### src/rtl/priority_arbiter_enc_if.sv
// Request/grant bundle for priority_arbiter_enc: N request lines in, one
// encoded grant out with a valid/ready handshake.
interface priority_arbiter_enc_if #(
  parameter int N = 8
);
  localparam int W = $clog2(N);

  // Handshake: the arbiter raises out_valid with a stable out_idx/out_onehot
  // and holds them unchanged until a cycle where out_valid && out_ready are
  // both high; that cycle transfers the grant. out_ready is ignored while
  // out_valid is low, and out_valid never drops before the transfer.
  logic [N-1:0] req;
  logic         rr_mode;
  logic [W-1:0] out_idx;
  logic [N-1:0] out_onehot;
  logic         out_valid;
  logic         out_ready;

  modport master (
    input  req,
    input  rr_mode,
    input  out_ready,
    output out_idx,
    output out_onehot,
    output out_valid
  );

  modport slave (
    output req,
    output rr_mode,
    output out_ready,
    input  out_idx,
    input  out_onehot,
    input  out_valid
  );
endinterface

### src/rtl/priority_arbiter_enc.sv
// Registered N-input priority arbiter/encoder that holds each grant until accepted.
// Round-robin search, ptr register and rr_mode are enabled by PRIO_ARB_ROUND_ROBIN_EN.
module priority_arbiter_enc #(
  parameter int N = 8
) (
  input  logic                  clk,
  input  logic                  rst,
  priority_arbiter_enc_if.master bus,
  output logic                  o_dbg_state
);
  localparam int W = $clog2(N);

  typedef enum logic {
    IDLE = 1'b0,
    HOLD = 1'b1
  } state_t;

  state_t       r_state;
  state_t       w_state_nxt;
  logic [W-1:0] r_idx;
  logic [W-1:0] w_idx_nxt;
  logic [N-1:0] r_onehot;
  logic [N-1:0] w_onehot_nxt;
  logic         r_valid;
  logic         w_valid_nxt;
  logic         w_handshake;
  logic         w_select;
  logic         w_any;
  logic [W-1:0] w_win;

  // Highest set index wins.
  function automatic logic [W-1:0] fixed_pick(input logic [N-1:0] r);
    logic [W-1:0] idx;
    idx = '0;
    for (int i = 0; i < N; i++) begin
      if (r[i]) idx = W'(i);
    end
    return idx;
  endfunction

  function automatic logic [N-1:0] to_onehot(input logic [W-1:0] idx);
    logic [N-1:0] oh;
    oh = '0;
    for (int i = 0; i < N; i++) begin
      if (idx == W'(i)) oh[i] = 1'b1;
    end
    return oh;
  endfunction

  assign w_any       = |bus.req;
  assign w_handshake = r_valid && bus.out_ready;
  assign w_select    = (r_state == IDLE) || w_handshake;

`ifdef PRIO_ARB_ROUND_ROBIN_EN
  logic [W-1:0] r_ptr;
  logic [W-1:0] w_ptr_use;
  logic         r_grant_rr;
  logic         w_grant_rr_nxt;

  function automatic logic [W-1:0] dec_mod(input logic [W-1:0] k);
    return (k == '0) ? W'(N - 1) : k - 1'b1;
  endfunction

  // Winner is the set bit at the smallest downward distance from p (wrapping).
  function automatic logic [W-1:0] rr_pick(input logic [N-1:0] r, input logic [W-1:0] p);
    logic [W-1:0] idx;
    int           best_d;
    int           d;
    idx    = '0;
    best_d = N;
    for (int i = 0; i < N; i++) begin
      d = int'(p) - i;
      if (d < 0) d = d + N;
      if (r[i] && (d < best_d)) begin
        best_d = d;
        idx    = W'(i);
      end
    end
    return idx;
  endfunction

  // A handshake of an rr grant moves ptr below the winner, and the selection
  // made on that same cycle already searches from the moved ptr.
  always_comb begin
    w_ptr_use = r_ptr;
    if (w_handshake && r_grant_rr) w_ptr_use = dec_mod(r_idx);
    w_grant_rr_nxt = r_grant_rr;
    if (w_select && w_any) w_grant_rr_nxt = bus.rr_mode;
    w_win = bus.rr_mode ? rr_pick(bus.req, w_ptr_use) : fixed_pick(bus.req);
  end

  always_ff @(posedge clk) begin
    if (rst) begin
      r_ptr      <= W'(N - 1);
      r_grant_rr <= 1'b0;
    end else begin
      r_ptr      <= w_ptr_use;
      r_grant_rr <= w_grant_rr_nxt;
    end
  end
`else
  logic w_unused_rr_mode;
  assign w_unused_rr_mode = bus.rr_mode;
  assign w_win            = fixed_pick(bus.req);
`endif

  always_comb begin
    w_state_nxt  = r_state;
    w_idx_nxt    = r_idx;
    w_onehot_nxt = r_onehot;
    w_valid_nxt  = r_valid;
    if (w_select) begin
      if (w_any) begin
        w_state_nxt  = HOLD;
        w_idx_nxt    = w_win;
        w_onehot_nxt = to_onehot(w_win);
        w_valid_nxt  = 1'b1;
      end else begin
        // out_idx deliberately keeps its last value when going idle.
        w_state_nxt  = IDLE;
        w_onehot_nxt = '0;
        w_valid_nxt  = 1'b0;
      end
    end
  end

  always_ff @(posedge clk) begin
    if (rst) begin
      r_state  <= IDLE;
      r_idx    <= '0;
      r_onehot <= '0;
      r_valid  <= 1'b0;
    end else begin
      r_state  <= w_state_nxt;
      r_idx    <= w_idx_nxt;
      r_onehot <= w_onehot_nxt;
      r_valid  <= w_valid_nxt;
    end
  end

  assign bus.out_idx    = r_idx;
  assign bus.out_onehot = r_onehot;
  assign bus.out_valid  = r_valid;
  assign o_dbg_state    = r_state;
endmodule

### src/flat_wrapper.sv
// flat-port wrapper written by rule: the top's interface ports become plain ports
module priority_arbiter_enc_flat 
#(
  parameter int N = 8
)
  (clk, rst, o_dbg_state, bus_req, bus_rr_mode, bus_out_ready, bus_out_idx, bus_out_onehot, bus_out_valid);
  priority_arbiter_enc_if #(.N(N)) bus_i ();
  input  logic clk;
  input  logic rst;
  output logic o_dbg_state;
  input wire logic [$bits(bus_i.req)-1:0] bus_req;
  input wire logic [$bits(bus_i.rr_mode)-1:0] bus_rr_mode;
  input wire logic [$bits(bus_i.out_ready)-1:0] bus_out_ready;
  output wire logic [$bits(bus_i.out_idx)-1:0] bus_out_idx;
  output wire logic [$bits(bus_i.out_onehot)-1:0] bus_out_onehot;
  output wire logic [$bits(bus_i.out_valid)-1:0] bus_out_valid;
  assign bus_i.req = bus_req;
  assign bus_i.rr_mode = bus_rr_mode;
  assign bus_i.out_ready = bus_out_ready;
  assign bus_out_idx = bus_i.out_idx;
  assign bus_out_onehot = bus_i.out_onehot;
  assign bus_out_valid = bus_i.out_valid;
  priority_arbiter_enc #(.N(N)) u_core (.clk(clk), .rst(rst), .bus(bus_i), .o_dbg_state(o_dbg_state));
endmodule
### config.mk
export PLATFORM = sky130hd
export DESIGN_NAME = priority_arbiter_enc_flat
export DESIGN_NICKNAME = d
export VERILOG_FILES = /design/src/rtl/priority_arbiter_enc_if.sv /design/src/rtl/priority_arbiter_enc.sv /design/src/flat_wrapper.sv
export SDC_FILE = /design/constraint.sdc
export NUM_CORES = 1
export LEC_CHECK = 0
export ABC_CLOCK_PERIOD_IN_PS = 1300
export CAP_MARGIN = 20
export CORE_MARGIN = 4
export CORE_UTILIZATION = 39
export DETAILED_ROUTE_END_ITERATION = 16
export HOLD_SLACK_MARGIN = 0.05
export MAX_ROUTING_LAYER = met4
export PLACE_DENSITY = 0.72
export SKIP_LAST_GASP = 1
export SYNTH_ARGS = -nofsm -noshare
export SYNTH_HDL_FRONTEND = slang
export SYNTH_SLANG_ARGS = --single-unit
export TNS_END_PERCENT = 10
### constraint.sdc
create_clock -name clk -period 1.3 [get_ports clk]
set_input_delay 0.325 -clock clk [delete_from_list [all_inputs] [get_ports clk]]
set_output_delay 0.325 -clock clk [all_outputs]
set_load 0.05 [all_outputs]
==> run_results.csv, run 1 <==
group,metric,value,unit
clock_network,postCtsHoldBufs,0,
finish,drive_gt1_share,38.0,%
floorplan,die_area,2070,µm²
floorplan,core_area,1320,µm²
drt,drcViolationCount,0,
logic_synthesis,ys_ff_latch,12,
grt,grt_max_degree,11,
power_and_ir_drop,vdd_drop_max,0.782,mV
clock_network,cts_tree,"built",
critical_path,crit_type,"primary input to flip-flop",
logic_synthesis,synthTopCellsByCount,"dfxtp_1 (12), a21oi_1 (9), nand2_1 (7), nor2_1 (5), clkbuf_1 (3)",
timing,fmax,789,MHz
logic_synthesis,synth_top_area_share,43.7,%
floorplan,die_x,45.5,µm
logic_synthesis,synthDistinctLibCells,25,
finish,final_net_count,113,
clock_network,cts-root-buf,"clkbuf_4",
drt,vias_per_cell,5.35,
logic_synthesis,yosysTopAreaCell,"dfxtp_1",
logic_synthesis,ys_seq_area_share,43.7,%
critical_path,r2r-end,"u_core.bus.out_idx[1]$_SDFFE_PP0P_",
clock_network,cts_num_sinks,12,
critical_path,rr_startpoint,"u_core.o_dbg_state$_SDFFE_PP0N_",
timing,slew_headroom,77.0,%
logic_synthesis,syn_nets,74,
logic_synthesis,synth_cells,62,
floorplan,pin_count,25,
timing,final.setup.tns,0,ps
timing,skew,2.53,ps
logic_synthesis,synth_ff_type,"dfxtp_1",
critical_path,endpoint_kind,"flip-flop",
hold_path,min_path_cells,2,
drt,vias,615,
clock_network,h-tree-depth,1,
grt,first_global_vias,631,
placed_design,place_congestion,0.846,
power_and_ir_drop,power,946,µW
run_status,status,"complete, no violations",
critical_path,required,1470,ps
drt,ant_nets,0,
power_and_ir_drop,powerDensity,892,nW/µm²
clock_network,clk_pin_slew,80,ps
critical_path,reg2reg_depth,5,
drt,drtIter0Drc,18,
critical_path,arrival,1440,ps
grt,antenna_found_initial,0,
finish,synthToLayoutAreaGrowth,93.2,%
drt,wl_per_cell,14.6,µm
timing,fin_crit_sh,97.5,%
critical_path,reg2reg_slack,120,ps
finish,diodes,0,
finish,fill_cells,88,
placed_design,io_buffers,23,
grt,grt_usage,18.4,%
clock_network,clockBufferDepth,2,
timing,finalCriticalPeriod,1270,ps
drt,firstDrtPassIters,4,
drt,wirelength,1680,µm
logic_synthesis,async_flop_share,0,%
timing,drv_slew,0,
critical_path,cp-start-kind,"primary input",
placed_design,dp_hpwl,1270,µm
hold_path,hp-start,"u_core.bus.out_onehot[3]$_SDFFE_PP0N_",
logic_synthesis,netlist_area,549,µm²
logic_synthesis,synth-edff-count,0,
clock_network,clock_latency,260,ps
hold_path,whs_endpoint,"u_core.bus.out_onehot[3]$_SDFFE_PP0N_",
floorplan,start_util,41.7,%
hold_path,hp-class,"flip-flop to flip-flop",
logic_synthesis,avgSynthCellArea,8.86,µm²
critical_path,path_max_fanout,5,
timing,setup-violations-final,0,
job,cap_violations,0,
floorplan,fp.dieH,45.5,µm
timing,rsz0062_at_grt,"true",
grt,overflow,0,
timing,tightest_slew,343,ps
grt,grt_first_pass_wirelength,2680,µm
clock_network,numCtsBuffers,3,
logic_synthesis,yosys-top-cells-area,"dfxtp_1 (44%), a21oi_1 (8.2%), nor4_4 (7.7%)",
floorplan,rows,13,
logic_synthesis,yosysWarnings,0,
logic_synthesis,yosysMostFrequentCell,"dfxtp_1",
timing,hold_violations,0,
power_and_ir_drop,p_leak,0.452,nW
-- worst max-delay path, stage by stage --
cell	delay (ps)
clkdlybuf4s50_1	470
nor2b_1	50
buf_4	150
a21oi_4	140
nor2_1	60
a311oi_1	240
-- cell usage in the layout (no fill, tap or decap) --
master	count
or3_1	1
a211oi_1	1
o21bai_1	1
nand2_1	7
clkdlybuf4s50_1	2
nor2b_1	1
nor4_1	1
o21ai_0	2
a22o_1	2
a21oi_4	1
inv_1	2
nor4_4	2
o31a_1	1
nand2b_1	1
nand3_1	2
dlymetal6s2s_1	1
clkbuf_8	1
dlygate4sd2_1	7
o21ba_2	1
clkbuf_4	3
and3_1	1
nand4b_1	2
dfxtp_2	1
buf_4	15
a31oi_1	1
nor2_1	5
a21oi_1	9
dfxtp_1	11
buf_12	13
a311oi_1	1
or2_2	1
-- power breakdown --
part,switching [mW],internal (mW)
clock,0.117,0.170
sequential,0.0164,0.383
combinational,0.131,0.129
-- state kept, by name (all words and copies together), names as in the netlist --
| name | flops |
|---|---|
| u_core.bus.out_idx | 3 |
| u_core.bus.out_onehot | 8 |
| u_core.o_dbg_state | 1 |
-- final cells by class --
cell class	count	area, µm²	share of cell area (%)
Sequential cell	12	241	22.8
Multi-Input combinational cell	44	290	27.4
Inverter	2	7.51	0.708
Timing Repair Buffer	38	467	44.0
Tap cell	15	18.8	1.77
Clock buffer	4	36.3	3.42
-- worst max path at each step --
stage / from / end / slack [ps]
after detailed placement: bus_req[3] / u_core.bus.out_idx[1]$_SDFFE_PP0P_ / -450
after global routing: bus_out_ready / u_core.bus.out_idx[1]$_SDFFE_PP0P_ / -4
final: bus_out_ready / u_core.bus.out_idx[1]$_SDFFE_PP0P_ / 30
after CTS: bus_out_ready / u_core.bus.out_idx[1]$_SDFFE_PP0P_ / 10
after global placement: bus_req[3] / u_core.bus.out_idx[1]$_SDFFE_PP0P_ / -410
after floorplan: u_core.o_dbg_state$_SDFFE_PP0N_ / u_core.bus.out_idx[1]$_SDFFE_PP0P_ / 70
-- timing repair --
action	CTS	global route
setup buffers	1	0
hold endpoints to repair	0	0
pin swaps	4	1
resized for setup	7	2
setup endpoints to repair	8	7
-- per-stage QoR --
step	std cells	hold slack (ps)	setup WS, ps	cell area [µm²]	utilization (%)
finish	115	497	32.3	1060	80.5
global route	115	515	-4.36	1060	80.5
CTS	115	501	9.62	1050	79.8
detailed placement	110	490	-451	1020	77.1
global placement	110	481	-411	1020	77.1
floorplan	62	465	69.3	552	-
-- cell families after synthesis --
family	after synthesis	share of synthesized area [%]
AND/OR/NAND/NOR	24	27.8
flip-flops	12	43.7
AO/OA/AOI/OAI	20	23.7
buffers and inverters	6	4.78
-- layer usage --
layer / part of all wire (%) / track usage, % / routed length, µm
met5: 0 / - / 0
met4: 0.53 / 5.26 / 9
met3: 9.3 / 5.14 / 157
met2: 51 / 32.6 / 856
met1: 39 / 19.7 / 660
Power figures use the tool's default switching activity.
==> inputs of run 2 (changes only) <==
Settings changed: CORE_UTILIZATION 39 to 34, PLACE_DENSITY 0.72 to 0.64, SLEW_MARGIN set to 20.
==> run_results.csv, run 2 (same netlist as run 1, synthesis figures left out) <==
group,metric,value,unit
run_status,status,"complete, no violations",
floorplan,start_util,36.0,%
drt,vias_per_cell,5.22,
power_and_ir_drop,p_switching,267,µW
placed_design,io_buffers,23,
clock_network,h-tree-depth,1,
timing,skew,2.07,ps
timing,hold_violations,0,
drt,wl_per_cell,13.5,µm
power_and_ir_drop,comb_power_share,29.5,%
placed_design,pre_cts_slack,-446,ps
grt,antenna_found_initial,0,
critical_path,reg2reg_slack,150,ps
power_and_ir_drop,pwr-share-clk,25.8,%
job,cap_violations,0,
hold_path,whs_endpoint,"u_core.bus.out_onehot[5]$_SDFFE_PP0N_",
critical_path,arrival,1460,ps
clock_network,numCtsBuffers,3,
floorplan,die_area,2320,µm²
floorplan,core_area,1520,µm²
clock_network,cts-root-buf,"clkbuf_4",
power_and_ir_drop,power,887,µW
floorplan,pin_count,25,
floorplan,rows,14,
finish,final_net_count,113,
critical_path,path_max_fanout,6,
clock_network,clock_latency,270,ps
timing,worst_slack,23.6,ps
timing,finalCriticalPeriod,1280,ps
finish,largest_reg_flops,8,
timing,slew_headroom,81.8,%
power_and_ir_drop,powerDensity,845,nW/µm²
finish,fill_cells,121,
finish,final_cell_mix,"buf_4 (15), buf_12 (13), dfxtp_1 (11)",
power_and_ir_drop,p_int,620,µW
clock_network,clockBufferDepth,2,
timing,final.setup.tns,0,ps
placed_design,postPlaceCellArea,1020,µm²
power_and_ir_drop,switching_share,30.1,%
timing,fmax,783,MHz
timing,rsz0062_at_grt,"true",
hold_path,hp-start,"u_core.bus.out_onehot[5]$_SDFFE_PP0N_",
drt,drtIter0Drc,18,
placed_design,dp_hpwl,1190,µm
critical_path,rr_startpoint,"u_core.o_dbg_state$_SDFFE_PP0N_",
finish,fin_util,68.9,%
timing,tightest_slew,273,ps
hold_path,hp-class,"flip-flop to flip-flop",
power_and_ir_drop,vdd_drop_max,0.517,mV
placed_design,place_congestion,0.763,
clock_network,clk_pin_slew,70,ps
critical_path,required,1480,ps
finish,diodes,0,
drt,firstDrtPassIters,4,
clock_network,cts_tree,"built",
critical_path,cp-start-kind,"primary input",
grt,overflow,0,
floorplan,fp.dieH,48.2,µm
critical_path,endpoint_kind,"flip-flop",
grt,grt_usage,16.4,%
finish,stdcell_area,1050,µm²
critical_path,r2r-end,"u_core.bus.out_idx[1]$_SDFFE_PP0P_",
power_and_ir_drop,p_leak,0.437,nW
grt,grt_first_pass_wirelength,2460,µm
grt,first_global_vias,534,
clock_network,cts_num_sinks,12,
critical_path,crit_type,"primary input to flip-flop",
timing,setup-violations-final,0,
grt,grt_max_degree,10,
drt,ant_nets,0,
timing,drv_slew,0,
floorplan,die_x,48.2,µm
drt,wirelength,1560,µm
timing,fin_crit_sh,98.2,%
hold_path,min_path_cells,2,
finish,final_common_cell,"buf_4",
critical_path,reg2reg_depth,5,
drt,vias,600,
finish,drive_gt1_share,38.4,%
power_and_ir_drop,seqPwrFrac,44.7,%
finish,synthToLayoutAreaGrowth,91.1,%
drt,drcViolationCount,0,
run 2: area by class of cell:
cell class	count	area, µm²	share of cell area [%]
Timing Repair Buffer	38	463	44.1
Sequential cell	12	241	23.0
Clock buffer	3	22.5	2.15
Inverter	2	7.51	0.715
Multi-Input combinational cell	44	295	28.1
Tap cell	16	20.0	1.91
run 2: how the worst max path moves through the flow:
stage | start | endpoint | depth (start not counted)
after floorplan | u_core.o_dbg_state$_SDFFE_PP0N_ | u_core.bus.out_idx[1]$_SDFFE_PP0P_ | 5
after global placement | bus_req[2] | u_core.bus.out_idx[1]$_SDFFE_PP0P_ | 5
after detailed placement | bus_req[2] | u_core.bus.out_idx[1]$_SDFFE_PP0P_ | 5
after CTS | bus_out_ready | u_core.bus.out_idx[1]$_SDFFE_PP0P_ | 6
after global routing | bus_out_ready | u_core.bus.out_idx[1]$_SDFFE_PP0P_ | 6
final | bus_out_ready | u_core.bus.out_idx[1]$_SDFFE_PP0P_ | 6
run 2: metal layers:
layer | vias up | part of all wire [%] | global-route usage (%)
li1 | 298 | - | -
met1 | 265 | 43 | 21.8
met2 | 33 | 44 | 21.6
met3 | 4 | 11 | 4.80
met4 | 0 | 2.3 | 9.68
met5 | - | 0 | -
run 2: critical path: stages:
cell	delay, ps
clkdlybuf4s50_1	470
nor2b_1	50
buf_4	150
a21oi_4	150
nor2_1	50
a311oi_1	250
run 2: timing repair:
item	in CTS	in global routing
hold buffers	0	0
gates resized for setup	9	1
endpoints found under the setup margin	7	2
gates cloned	0	0
endpoints found under the hold margin	0	0
setup buffers	1	0
pin swaps	1	0
run 2: stage by stage:
| stage | instances | hold slack [ps] |
|---|---|---|
| 4_1_cts | 115 | 492 |
| 3_5_place_dp | 111 | 482 |
| 6_report | 115 | 488 |
| 5_1_grt | 115 | 510 |
| 2_1_floorplan | 62 | 465 |
| 3_3_place_gp | 111 | 478 |
run 2: power groups by stage:
stage / combinational (mW) / clock, mW / sequential, mW
after floorplan: 0.0584 / 0 / 0.451
after global placement: 0.263 / 0 / 0.405
after detailed placement: 0.265 / 0 / 0.406
after CTS: 0.261 / 0.238 / 0.397
after global routing: 0.277 / 0.253 / 0.399
final: 0.261 / 0.229 / 0.397
